**config.mk**
```make
export PLATFORM = sky130hd
export DESIGN_NAME = program_loader
export DESIGN_NICKNAME = d
export VERILOG_FILES = /design/src/rtl/loader_pkg.sv /design/src/rtl/byte_pair_assembler.sv /design/src/rtl/program_loader.sv
export SDC_FILE = /design/constraint.sdc
export NUM_CORES = 1
export LEC_CHECK = 0
export BUFFER_PORTS_ARGS = -buffer_cell sky130_fd_sc_hd__buf_2
export CAP_MARGIN = 5
export CORE_UTILIZATION = 56
export DETAILED_ROUTE_END_ITERATION = 12
export GPL_TIMING_DRIVEN = 0
export PLACE_DENSITY_LB_ADDON = 0.08
export SETUP_SLACK_MARGIN = 0.3
export SYNTH_ARGS = -nofsm -noshare
export SYNTH_HDL_FRONTEND = slang
export SYNTH_HIERARCHICAL = 1
export SYNTH_SLANG_ARGS = --single-unit
```
**constraint.sdc**
```tcl
create_clock -name clock_i -period 2.31 [get_ports clock_i]
set_input_delay 0.231 -clock clock_i [delete_from_list [all_inputs] [get_ports clock_i]]
set_output_delay 0.231 -clock clock_i [all_outputs]
set_load 0.01 [all_outputs]
```
**src/rtl/loader_pkg.sv**
```systemverilog
// Shared types for the program loader: FSM state encoding, default sizes and
// the state-to-output decode used to register the loader's status outputs.
package loader_pkg;

    localparam int ADDR_W_DEF    = 7;
    localparam int DATA_W_DEF    = 16;
    localparam int MAX_WORDS_DEF = 128;

    typedef enum logic [3:0] {
        IDLE    = 4'd0,
        LEN_HI  = 4'd1,
        LEN_LO  = 4'd2,
        DATA_HI = 4'd3,
        DATA_LO = 4'd4,
        WRITE   = 4'd5,
        CHECK   = 4'd6,
        DONE    = 4'd7,
        ERROR   = 4'd8
    } state_t;

    typedef struct packed {
        logic in_ready;
        logic mem_wr;
        logic busy;
        logic done;
        logic error;
        logic proc_reset;
    } flags_t;

    // The processor is held in reset everywhere except after a good image.
    function automatic flags_t state_flags(input state_t st);
        flags_t f;
        f = '0;
        case (st)
            IDLE: begin
                f.proc_reset = 1'b1;
            end
            LEN_HI, LEN_LO, DATA_HI, DATA_LO, CHECK: begin
                f.in_ready   = 1'b1;
                f.busy       = 1'b1;
                f.proc_reset = 1'b1;
            end
            WRITE: begin
                f.mem_wr     = 1'b1;
                f.busy       = 1'b1;
                f.proc_reset = 1'b1;
            end
            DONE: begin
                f.done = 1'b1;
            end
            ERROR: begin
                f.error      = 1'b1;
                f.proc_reset = 1'b1;
            end
            default: begin
                f.proc_reset = 1'b1;
            end
        endcase
        return f;
    endfunction

endpackage

```
**src/rtl/byte_pair_assembler.sv**
```systemverilog
// Collects two big-endian bytes into a 16-bit register; hi_sel_i picks which
// half the accepted byte lands in.
module byte_pair_assembler (
    input  logic        clock_i,
    input  logic        reset_i,
    input  logic [7:0]  byte_i,
    input  logic        load_i,
    input  logic        hi_sel_i,
    output logic [15:0] word_o
);

    logic [15:0] word_q;

    // Capture the accepted byte into the selected half of the word.
    always_ff @(posedge clock_i) begin
        if (reset_i) begin
            word_q <= 16'h0000;
        end else if (load_i) begin
            if (hi_sel_i) begin
                word_q[15:8] <= byte_i;
            end else begin
                word_q[7:0] <= byte_i;
            end
        end else begin
            word_q <= word_q;
        end
    end

    assign word_o = word_q;

endmodule

```
**src/rtl/program_loader.sv**
```systemverilog
// Byte-stream instruction image loader; holds the processor in reset until a
// complete image is written. Define LOADER_CHECKSUM_EN for a trailing XOR byte.
module program_loader
    import loader_pkg::*;
#(
    parameter int ADDR_W    = ADDR_W_DEF,
    parameter int DATA_W    = DATA_W_DEF,
    parameter int MAX_WORDS = MAX_WORDS_DEF
) (
    input  logic              clock_i,
    input  logic              reset_i,
    input  logic              start_i,
    input  logic [7:0]        in_data_i,
    input  logic              in_valid_i,
    output logic              in_ready_o,
    output logic [ADDR_W-1:0] mem_addr_o,
    output logic [DATA_W-1:0] mem_data_o,
    output logic              mem_wr_o,
    output logic              proc_reset_o,
    output logic              busy_o,
    output logic              done_o,
    output logic              error_o,
    output logic [ADDR_W:0]   word_count_o
);

    state_t            state_q, state_d;
    flags_t            flags_q;
    logic [ADDR_W-1:0] index_q, index_d;
    logic [ADDR_W:0]   count_q, count_d;
    logic              xfer_s;
    logic              session_start_s;
    logic              len_hi_ld_s, len_lo_ld_s;
    logic              dat_hi_ld_s, dat_lo_ld_s;
    logic [15:0]       len_word_s;
    logic [15:0]       len_full_s;
    logic [15:0]       data_word_s;

    assign xfer_s     = in_valid_i & flags_q.in_ready;
    // The low length byte is judged as it arrives, before it is registered.
    assign len_full_s = {len_word_s[15:8], in_data_i};

`ifdef LOADER_CHECKSUM_EN
    logic [7:0] csum_q, csum_d;

    // Running XOR over payload bytes only; the length field is excluded.
    always_comb begin
        csum_d = csum_q;
        if (session_start_s) begin
            csum_d = 8'h00;
        end else if (dat_hi_ld_s || dat_lo_ld_s) begin
            csum_d = csum_q ^ in_data_i;
        end else begin
            csum_d = csum_q;
        end
    end

    // Checksum register.
    always_ff @(posedge clock_i) begin
        if (reset_i) begin
            csum_q <= 8'h00;
        end else begin
            csum_q <= csum_d;
        end
    end
`endif

    // Next-state, index and word-count logic.
    always_comb begin
        state_d         = state_q;
        index_d         = index_q;
        count_d         = count_q;
        session_start_s = 1'b0;
        len_hi_ld_s     = 1'b0;
        len_lo_ld_s     = 1'b0;
        dat_hi_ld_s     = 1'b0;
        dat_lo_ld_s     = 1'b0;
        case (state_q)
            IDLE, DONE, ERROR: begin
                if (start_i) begin
                    session_start_s = 1'b1;
                    state_d         = LEN_HI;
                    index_d         = '0;
                    count_d         = '0;
                end else begin
                    state_d = state_q;
                end
            end
            LEN_HI: begin
                if (xfer_s) begin
                    len_hi_ld_s = 1'b1;
                    state_d     = LEN_LO;
                end else begin
                    state_d = state_q;
                end
            end
            LEN_LO: begin
                if (xfer_s) begin
                    len_lo_ld_s = 1'b1;
                    if ((len_full_s == 16'h0000) || (len_full_s > 16'(MAX_WORDS))) begin
                        state_d = ERROR;
                    end else begin
                        state_d = DATA_HI;
                    end
                end else begin
                    state_d = state_q;
                end
            end
            DATA_HI: begin
                if (xfer_s) begin
                    dat_hi_ld_s = 1'b1;
                    state_d     = DATA_LO;
                end else begin
                    state_d = state_q;
                end
            end
            DATA_LO: begin
                if (xfer_s) begin
                    dat_lo_ld_s = 1'b1;
                    state_d     = WRITE;
                end else begin
                    state_d = state_q;
                end
            end
            WRITE: begin
                index_d = index_q + ADDR_W'(1);
                count_d = count_q + (ADDR_W+1)'(1);
                if ((16'(count_q) + 16'd1) == len_word_s) begin
`ifdef LOADER_CHECKSUM_EN
                    state_d = CHECK;
`else
                    state_d = DONE;
`endif
                end else begin
                    state_d = DATA_HI;
                end
            end
`ifdef LOADER_CHECKSUM_EN
            CHECK: begin
                if (xfer_s) begin
                    if (in_data_i == csum_q) begin
                        state_d = DONE;
                    end else begin
                        state_d = ERROR;
                    end
                end else begin
                    state_d = state_q;
                end
            end
`endif
            default: begin
                state_d = IDLE;
            end
        endcase
    end

    // State, counters and the registered output flags decoded from next state.
    always_ff @(posedge clock_i) begin
        if (reset_i) begin
            state_q <= IDLE;
            flags_q <= state_flags(IDLE);
            index_q <= '0;
            count_q <= '0;
        end else begin
            state_q <= state_d;
            flags_q <= state_flags(state_d);
            index_q <= index_d;
            count_q <= count_d;
        end
    end

    byte_pair_assembler u_len_asm (
        .clock_i  (clock_i),
        .reset_i  (reset_i),
        .byte_i   (in_data_i),
        .load_i   (len_hi_ld_s | len_lo_ld_s),
        .hi_sel_i (len_hi_ld_s),
        .word_o   (len_word_s)
    );

    byte_pair_assembler u_data_asm (
        .clock_i  (clock_i),
        .reset_i  (reset_i),
        .byte_i   (in_data_i),
        .load_i   (dat_hi_ld_s | dat_lo_ld_s),
        .hi_sel_i (dat_hi_ld_s),
        .word_o   (data_word_s)
    );

    assign in_ready_o   = flags_q.in_ready;
    assign mem_wr_o     = flags_q.mem_wr;
    assign busy_o       = flags_q.busy;
    assign done_o       = flags_q.done;
    assign error_o      = flags_q.error;
    assign proc_reset_o = flags_q.proc_reset;
    assign mem_addr_o   = index_q;
    assign mem_data_o   = data_word_s;
    assign word_count_o = count_q;

endmodule

```
======== After elaboration in Yosys (flattened, before gate mapping) ========
Index checks and enable logic that the tools add are counted.
operators by class
  add/sub/neg operators ................... 3
  $mul .................................... 0
  divide/modulo/power cells ............... 0
  order comparisons ....................... 1
  equal/unequal tests ..................... 17
  shift operators ......................... 0
  multiplexer cells ....................... 23
  bitwise operators ....................... 5
  reduce and logical (&&, ||, !) cells .... 12
operators with widths
  cell                                                  number
  == test 4 x 3 -> 1 bit (second input constant)        7
  two-way mux 4 bit                                     6
  case mux 4 bit (6 select lines)                       1
  == test 4 x 2 -> 1 bit (second input constant)        4
  == test 9 x 16 -> 1 bit                               1
  > comparator 16 x 8 -> 1 bit (second input constant)  1
  logical NOT 16 bit                                    1
  case mux 8 bit (2 select lines)                       1
  case mux 7 bit (2 select lines)                       1
  two-way mux 1 bit                                     11
  AND reduction 2 bit                                   5
  adder 8 x 1 -> 9 bit (second input constant)          1
  adder 8 x 1 -> 8 bit (second input constant)          1
  == test 4 x 1 -> 1 bit (second input constant)        2
  == test 4 bit (second input constant)                 2
  two-way mux 8 bit                                     1
  adder 7 x 1 -> 7 bit (second input constant)          1
  two-way mux 7 bit                                     1
  OR reduction 6 bit                                    1
  OR reduction 5 bit                                    1
  logical NOT 4 bit                                     1
  two-way mux 3 bit                                     1
  OR reduction 3 bit                                    1
  != test 2 bit (second input constant)                 1
  5 further kinds                                       7
word-level totals
  register bits after elaboration ......... 57
  latch bits .............................. 0
  bits in writable memories ............... 0
  ROM bits ................................ 0
  input port bits ......................... 12
  memories ................................ 0

======== Longest topological paths before layout ========
Gate-level depths: netlist of run 1.
  word-level depth ........................ 8
  mapped depth ............................ 8
  gate-level depth less buffers ........... 7

======== Cells and area by module ========
Netlist of run 1, hierarchy kept.
by module, submodules not included
  module               instances  cells each  area an instance (um2)
  program_loader       1          198         1560.2
  byte_pair_assembler  2          64          674.4

======== Worst setup path after synthesis of run 1 ========
Ideal clock, no wire load.
  path type ............................... reg-to-reg
  start point ............................. register count_q[0], in the netlist word_count_o[0]
  end point ............................... register flags_q (netlist bit in_ready_o)
  data arrival time ....................... 1.820 ns
  required time ........................... 2.207 ns
  setup slack ............................. 0.387 ns
  cell stages (with the launch flop) ...... 7
  path buffers ............................ 0
  clock period less this slack ............ 1.923 ns
  path through ............................ dfxtp_1 > ha_1 > nand4_1 > xnor2_1 > and3_1 > o311a_2 > a2111oi_2
on the way
  word-level cells in the longest chain between the ends .. 7
  elaborated cells on any way between the ends .. 11
  those cells by class .................... add/sub: 1; eq/ne: 6; mux: 3; reduce/logical: 1
ends and longest elaborated chain
  item                                                  RTL line               text
  start: declaration                                    program_loader.sv:29   logic [ADDR_W:0] count_q, count_d;
  start signal: assignment                              program_loader.sv:167  count_q <= count_d;
  adder 8 x 1 -> 9 bit *                                program_loader.sv:127  if ((16'(count_q) + 16'd1) == len_word_s) begin
  == test 9 x 16 -> 1 bit *                             program_loader.sv:127
  two-way mux 3 bit *                                   program_loader.sv:127
  case mux 4 bit (6 select lines) *                     program_loader.sv:77   case (state_q)
  == test 4 x 1 -> 1 bit, or another cell as far along  loader_pkg.sv:34       case (st)
  OR reduction 5 bit *                                  loader_pkg.sv:34
  two-way mux 1 bit *                                   loader_pkg.sv:34
  end signal: assignment                                program_loader.sv:160  flags_q <= state_flags(IDLE);
  end signal: assignment                                program_loader.sv:165  flags_q <= state_flags(state_d);
  end: declaration                                      program_loader.sv:27   flags_t flags_q;
Mark *: on every way between the ends. The rest lies on a longest branch, timed or not.
A chain may end at the register's enable or synchronous reset.

======== Worst setup path in the final report of run 1 ========
Ends and elaborated chain as after synthesis.

==> flow_summary.json, run 1 <==
{
  "final_max_slew_viol_count": 0,
  "holdBufCountCts": 0,
  "ioPinCount": 49,
  "synth_compound_area_share_pct": 10.6,
  "coreArea_mm2": 0.00485,
  "ys_types": 55,
  "overflow": 0,
  "ir_drop_mv": 0.513,
  "layout_common_cells": "nand2b_1 (55), dfxtp_1 (53), buf_2 (52)",
  "synth-xor-area-share_pct": 3.01,
  "setup_violations": 0,
  "dieArea_mm2": 0.00549,
  "slowest_stage": "dfxtp_2",
  "drive_above_1_share_pct": 25.6,
  "synth_top_family_by_area": "simple AND/OR/NAND/NOR gates",
  "cp.arrival_ns": 2.17,
  "syn-instance-count": 326,
  "synthFlopType": "dfxtp_1",
  "route.vias.total": 2460,
  "diodes": 0,
  "finalCriticalPeriod_ns": 1.95,
  "dr.pass1.iters": 4,
  "tns_ns": 0,
  "syn-cell-area_mm2": 0.00291,
  "antenna_found_initial": 0,
  "hold_class": "input port to register",
  "rows": 25,
  "nets": 400,
  "syn-mean-instance-area_um2": 8.92,
  "cts_tree": "done",
  "synth_edf_count": 0,
  "max_freq_mhz": 512,
  "finalCritPeriodShare_pct": 84.5,
  "synthAdderAreaFrac_pct": 0.860,
  "crit_type": "register to register",
  "ctsRootBufferMaster": "clkbuf_8",
  "synth_nets": 340,
  "syn2layout_area_growth_pct": 20.1,
  "cts.htree.levels": 3,
  "layout_commonest_cell": "nand2b_1",
  "drv_cap": 0,
  "drtIter0Drc": 168,
  "yosys_warnings": 6,
  "clkSlewWorstSetupHoldPaths_ns": 0.06,
  "synth_simple_gate_area_share_pct": 31.2,
  "drc_errors": 0,
  "post_drt_wl_per_cell_um": 13.8,
  "avgViaCountPerCell": 5.37,
  "yosysSeqAreaShare_pct": 39.2,
  "dpl.hpwl_um": 4620,
  "final_hold_viol_count": 0,
  "fp.dieW_um": 74.1,
  "grt_pass1_vias": 2130,
  "clock_latency_ns": 0.33,
  "grt_max_degree": 17,
  "clkSinkCount": 57,
  "gp_congestion": 0.871,
  "grt_usage_pct": 24.3,
  "slew_headroom_pct": 62.7,
  "rsz0062_at_grt": "true",
  "die_h_um": 74.1,
  "powerDensity_mw_per_mm2": 609,
  "ant_nets": 0,
  "start_kind": "register",
  "final_area_mm2": 0.00349,
  "crit_path_max_incr_delay_ns": 0.42,
  "required_ns": 2.53,
  "tightestPinTransition_ns": 0.551,
  "async_reset_ff_share_pct": 0,
  "status": "completed",
  "finClkSkew_ns": 0.00723,
  "crit_fanout": 6,
  "p_leak_nw": 1.52,
  "path_cells": "ha_4, nand4_1, xnor2_1, and3_1, o311a_2, a2111oi_2",
  "cts_buffers": 9,
  "grt_pass1_wl_um": 10100,
  "yosys_register_bits": 57,
  "place_area_mm2": 0.00323,
  "port_buffers": 48,
  "wirelength_um": 6340,
  "initial_utilization_pct": 60.0,
  "cts_max_path_buffers": 2,
  "muxShareOfSynthArea_pct": 11.8,
  "worstSetupEndpointType": "register"
}
==> cells in the mapped netlist (4+ instances only) <==
cell,number,share of area [%]
a21oi_1,18,3.1
buf_2,4,0.69
buf_4,5,1.3
clkbuf_1,6,0.77
dfxtp_1,57,39
mux2i_1,32,11
nand2_1,25,3.2
nand2b_1,55,12
nand3_1,13,2.2
nand3b_1,5,1.3
nor2_1,24,3.1
nor2b_1,4,0.86
nor3_1,6,1.0
o21ai_0,7,1.2
xnor2_1,7,2.1
==> cell families (layout without fill, tap and decap cells) <==
logic type / after synthesis / count (layout)
compound gates: 46 / 46
xor+xnor: 10 / 10
fa+ha+maj: 2 / 2
buf+inv: 18 / 83
flops: 57 / 57
mux: 34 / 34
simple gates: 159 / 159
==> critical path, delay by kind of cell (launching register included) <==
kind / cells / cell delay [ns]
XOR/XNOR: 1 / 0.16
AO/OA/AOI/OAI: 2 / 0.74
adder cells (fa/ha/maj): 1 / 0.18
flip-flops: 1 / 0.42
AND/OR/NAND/NOR: 2 / 0.34
==> layout make-up <==
class | count | area [um2]
Tap cell | 67 | 83.8
Multi-Input combinational cell | 251 | 1710
Timing Repair Buffer | 49 | 248
Clock buffer | 14 | 173
Buffer | 18 | 97.6
Fill cell | 388 | 1350
Sequential cell | 57 | 1150
Clock inverter | 2 | 35.0
==> sequential cells by signal, indices dropped and copies added (netlist names) <==
signal,cells
busy_o,1
done_o,1
error_o,1
in_ready_o,1
mem_addr_o,7
mem_wr_o,1
proc_reset_o,1
state_q,4
u_data_asm/word_o,16
u_len_asm/word_o,16
word_count_o,8
==> final timing paths <==
check,startpoint,to,slack (ns),depth (start not counted)
max,word_count_o[0],in_ready_o,0.36,6
min,in_data_i[3],u_data_asm/word_o[3],0.22,3
max reg2reg,word_count_o[0],in_ready_o,0.36,6
min reg2reg,u_data_asm/word_o[0],u_data_asm/word_o[0],0.47,2
==> where the power goes <==
part / switching [W] / internal [W]
logic: 0.0000929 / 0.0000682
registers: 0.00000798 / 0.000994
clock network: 0.000381 / 0.000586
==> through the flow <==
step	total power (W)	setup slack (ns)	std cells	util (%)	hold WS [ns]
after detailed placement	0.00118	0.112	441	66.7	0.461
after CTS	0.00214	0.307	457	71.3	0.217
after global placement	0.00118	0.177	441	66.7	0.458
after floorplan	0.00113	0.387	326	-	0.407
after global routing	0.00221	0.245	458	72.1	0.211
final	0.00213	0.358	458	72.1	0.224
==> repair_timing <==
item                                    CTS  global route
gates cloned                              0             0
pin swaps                                 0             3
setup buffers                             0             1
gates resized for setup                   9             9
endpoints found under the setup margin   11             9
==> per-layer routing <==
layer  track usage, %  up-vias  wire, um
li1                 -     1255         -
met1             33.2     1150      3070
met2             36.8       48      2970
met3             7.59        7       233
met4             7.05        0        63
met5                0        -         0
No activity file was read; power rests on OpenSTA's default activity.
==> inputs of run 2 (changes only) <==
Settings changed: CORE_UTILIZATION 56 to 50.
Clock period 2.31 ns to 1.77 ns, I/O delays scaled along.
==> flow_summary.json, run 2 (same netlist as run 1, synthesis figures left out) <==
{
  "ant_nets": 0,
  "tightestPinTransition_ns": 0.646,
  "grt_usage_pct": 24.0,
  "ir_drop_mv": 0.521,
  "initial_utilization_pct": 52.5,
  "path_buf_inv": 0,
  "rr_worst_depth": 5,
  "status": "finished, violations left",
  "cts_tree": "done",
  "start_kind": "register",
  "cts.htree.levels": 3,
  "crit_path_max_incr_delay_ns": 0.57,
  "crit_fanout": 3,
  "rows": 27,
  "fp.dieW_um": 78.3,
  "path_cells": "or4_4, nor4_4, a31o_2, o311a_4, and3_2",
  "timing.final.ws_setup_ns": -0.0862,
  "required_ns": 2.05,
  "failed_checks": "negative setup slack",
  "wirelength_um": 7160,
  "crit_type": "register to register",
  "finalCritPeriodShare_pct": 105,
  "finClkSkew_ns": 0.00837,
  "avgViaCountPerCell": 5.46,
  "antenna_found_initial": 0,
  "die_h_um": 78.3,
  "holdBufCountCts": 0,
  "drv_cap": 0,
  "diodes": 0,
  "powerDensity_mw_per_mm2": 645,
  "finish.utilization_pct": 73.1,
  "drc_errors": 0,
  "dieArea_mm2": 0.00613,
  "cts_max_path_buffers": 2,
  "nets": 419,
  "coreArea_mm2": 0.00554,
  "route.vias.total": 2631,
  "clock_latency_ns": 0.33,
  "rsz0062_at_grt": "true",
  "ioPinCount": 49,
  "finalCriticalPeriod_ns": 1.86,
  "ctsRootBufferMaster": "clkbuf_8",
  "max_freq_mhz": 539,
  "gp_congestion": 0.929,
  "slew_headroom_pct": 57.0,
  "overflow": 0,
  "dp_worst_setup_slack_ns": -0.222,
  "clkSlewWorstSetupHoldPaths_ns": 0.06,
  "place_area_mm2": 0.00332,
  "grt_max_degree": 17,
  "worstSetupEndpointType": "register",
  "setup_violations": 5,
  "whs_endpoint": "u_data_asm/word_o[0]",
  "slowest_stage": "or4_4",
  "grt_pass1_wl_um": 11500,
  "drive_above_1_share_pct": 41.7,
  "layout_commonest_cell": "nand2b_1",
  "path_delay_family": "simple AND/OR/NAND/NOR gates",
  "final_max_slew_viol_count": 0,
  "dr.pass1.iters": 4,
  "hold_depth": 3,
  "clkSinkCount": 57,
  "port_buffers": 48,
  "layout_common_cells": "nand2b_1 (52), dfxtp_1 (51), buf_2 (50)",
  "post_drt_wl_per_cell_um": 14.9,
  "hold_class": "input port to register",
  "p_leak_nw": 1.69,
  "cp.arrival_ns": 2.13,
  "final_area_mm2": 0.00405,
  "dpl.hpwl_um": 4720,
  "grt_pass1_vias": 2430,
  "r2r_slack_ns": -0.09,
  "timing.hold.ws_ns": 0.157,
  "r2r_start": "u_len_asm/word_o[12]",
  "syn2layout_area_growth_pct": 39.2,
  "drtIter0Drc": 121,
  "cts_buffers": 9,
  "hp-start": "in_data_i[0]",
  "final_hold_viol_count": 0,
  "power_w": 0.00261,
  "r2r-end": "done_o"
}
[run 2: per-layer routing]
metal | global-route usage [%] | routed length [um] | vias to the layer above
met1 | 30.9 | 3290 | 1264
met5 | 0 | 0 | -
li1 | - | - | 1299
met2 | 38.9 | 3500 | 55
met4 | 9.07 | 128 | 0
met3 | 5.58 | 242 | 13
[run 2: stage by stage]
step                      cells  setup TNS [ns]
after floorplan             326               0
after global placement      446          -0.901
after detailed placement    446          -0.924
after CTS                   475          -0.309
after global routing        482          -0.898
final                       482          -0.335
[run 2: power by group]
| part | internal [W] | switching [W] | leakage, nW |
|---|---|---|---|
| registers | 0.00129 | 0.0000148 | 0.464 |
| logic | 0.000126 | 0.000157 | 1.14 |
| clock network | 0.000527 | 0.000493 | 0.0856 |
| total | 0.00194 | 0.000666 | 1.69 |
[run 2: how the worst max path moves through the flow]
stage                         startpoint  slack, ns    endpoint  cells after the start
finish              u_len_asm/word_o[12]      -0.09      done_o                      5
global route        u_len_asm/word_o[12]      -0.15    mem_wr_o                      5
CTS                 u_len_asm/word_o[14]      -0.08      done_o                      5
detailed placement            state_q[1]      -0.22      busy_o                      7
global placement              state_q[1]      -0.22      busy_o                      7
floorplan                word_count_o[0]       0.08  in_ready_o                      6
[run 2: layout make-up]
type,count,area [um2]
Buffer,18,155
Clock buffer,11,141
Clock inverter,5,21.3
Fill cell,407,1490
Multi-Input combinational cell,251,2050
Sequential cell,57,1160
Tap cell,72,90.1
Timing Repair Buffer,68,428
[run 2: timing repair]
action,4_1_cts,5_1_grt
cloned,2,0
resized for setup,66,36
setup endpoints to repair,57,52
setup buffers,11,7
pin swaps,35,23
[run 2: worst register-to-register path, delay by kind of cell, from the launching register on]
kind,cells,cell delay [ns]
AOI/OAI and AO/OA,2,0.48
DFF,1,0.31
and+or+nand+nor,3,1.02
==> inputs of run 3 (changes only) <==
Settings changed: CORE_UTILIZATION 50 to 56, TNS_END_PERCENT set to 20.
Clock period 1.77 ns to 1.85 ns, I/O delays scaled along.
==> flow_summary.json, run 3 (same netlist as run 1, synthesis figures left out) <==
{
  "status": "finished, violations left",
  "failed_checks": "negative setup slack",
  "cts_buffers": 9,
  "clkSlewWorstSetupHoldPaths_ns": 0.06,
  "grtUsageMet2_pct": 41.4,
  "grt_usage_pct": 26.3,
  "rr_worst_depth": 5,
  "p_seq_share_pct": 49.7,
  "required_ns": 2.09,
  "wirelength_um": 7340,
  "drive_above_1_share_pct": 41.2,
  "final_max_slew_viol_count": 0,
  "diodes": 0,
  "finalCritPeriodShare_pct": 104,
  "ant_nets": 0,
  "gp_congestion": 0.841,
  "dieArea_mm2": 0.00549,
  "ctsRootBufferMaster": "clkbuf_8",
  "dp_worst_setup_slack_ns": -0.199,
  "crit_type": "register to register",
  "rsz0062_at_grt": "true",
  "avgViaCountPerCell": 5.55,
  "grt_pass1_wl_um": 10900,
  "power_switching_w": 0.000649,
  "pwr-share-clk_pct": 39.2,
  "clock_latency_ns": 0.34,
  "powerDensity_mw_per_mm2": 632,
  "die_h_um": 74.1,
  "swShare_pct": 25.8,
  "port_buffers": 48,
  "drc_errors": 0,
  "r2r_start": "in_ready_o",
  "r2r-end": "in_ready_o",
  "critPathCapture": "in_ready_o",
  "pwr-share-comb_pct": 11.1,
  "ir_drop_mv": 0.445,
  "hp-start": "in_data_i[0]",
  "fp.dieW_um": 74.1,
  "gr-usage-met1_pct": 34.8,
  "final_area_mm2": 0.00397,
  "fin_cells": 472,
  "finalCriticalPeriod_ns": 1.93,
  "final_hold_viol_count": 0,
  "drtIter0Drc": 128,
  "overflow": 0,
  "cts_max_path_buffers": 2,
  "route.vias.total": 2619,
  "syn2layout_area_growth_pct": 36.6,
  "slew_headroom_pct": 58.7,
  "cts_tree": "done",
  "timing.final.ws_setup_ns": -0.0765,
  "grt_pass1_vias": 2303,
  "r2r_slack_ns": -0.08,
  "drv_cap": 0,
  "coreArea_mm2": 0.00485,
  "start_kind": "register",
  "grt_max_degree": 17,
  "place_area_mm2": 0.00329,
  "finClkSkew_ns": 0.00851,
  "worstSetupEndpointType": "register",
  "cp.arrival_ns": 2.16,
  "dp.cells": 441,
  "clkSinkCount": 57,
  "initial_utilization_pct": 60.0,
  "ioPinCount": 49,
  "post_drt_wl_per_cell_um": 15.5,
  "p_int_w": 0.00186,
  "setup_violations": 3,
  "dpl.hpwl_um": 4660,
  "hold_class": "input port to register",
  "layout_common_cells": "nand2b_1 (54), dfxtp_1 (51), buf_2 (50)",
  "max_freq_mhz": 519,
  "nets": 415,
  "dr.pass1.iters": 4,
  "grt_most_used_layer": "met2",
  "layout_commonest_cell": "nand2b_1",
  "cts.htree.levels": 3,
  "rows": 25,
  "fillers": 292,
  "tightestPinTransition_ns": 0.620,
  "startpoint": "in_ready_o",
  "antenna_found_initial": 0,
  "p_leak_nw": 1.67,
  "grt.met3_usage_pct": 5.15,
  "crit_fanout": 6
}
run 3: cell count changes in the layout (fill, tap and decap cells not counted), sizes merged:
cell,before,now
clkinv,5,4
buf,80,76
run 3: per-stage QoR:
step	TNS, ns	total power [W]	utilization, %	hold WS (ns)
floorplan	0	0.00141	-	0.361
global placement	-1.49	0.00147	67.9	0.455
detailed placement	-1.72	0.00147	67.9	0.464
CTS	-0.00364	0.00248	77.1	0.157
global route	-0.323	0.00260	82.0	0.179
finish	-0.0992	0.00251	82.0	0.164
run 3: per-layer routing:
metal  vias to the layer above  wire length, um
li1                       1291                -
met1                      1247             3290
met2                        64             3640
met3                        17              247
met4                         0              163
met5                         -                0
run 3: how the worst min path moves through the flow:
stage / slack [ns] / cells after the start / endpoint
final: 0.16 / 3 / u_data_asm/word_o[0]
after global routing: 0.18 / 3 / u_len_asm/word_o[8]
after CTS: 0.16 / 3 / u_data_asm/word_o[6]
after detailed placement: 0.46 / 2 / u_data_asm/word_o[15]
after global placement: 0.46 / 2 / mem_addr_o[6]
after floorplan: 0.36 / 2 / u_data_asm/word_o[4]
run 3: timing repair:
action / in CTS / in global routing
endpoints found under the setup margin: 54 / 54
pin swaps: 29 / 26
setup buffers: 8 / 6
hold buffers: 0 / 0
cloned: 2 / 0
gates resized for setup: 60 / 43
run 3: power by group through the flow:
stage               Clock (W)  Combinational (W)  Sequential, W
detailed placement          0           0.000195        0.00127
global route          0.00105           0.000296        0.00125
CTS                  0.000997           0.000240        0.00125
floorplan                   0           0.000134        0.00127
finish               0.000984           0.000278        0.00125
global placement            0           0.000194        0.00127
run 3: layout make-up:
type	instances	area [um2]	share of cell area, %
multi-input combinational	251	2040	51.3
tap	67	83.8	2.11
sequential	57	1160	29.2
clock inverter	4	20.0	0.504
timing repair buffer	64	392	9.86
clock buffer	11	141	3.56
buffer	18	141	3.56
run 3: critical path, cell delays in order, from the launching register on:
cell and delay [ns]:
dfxtp_1 0.47, nand3b_1 0.19, a32oi_1 0.25, a2bb2oi_1 0.38, nand2_1 0.18, a2111oi_4 0.36
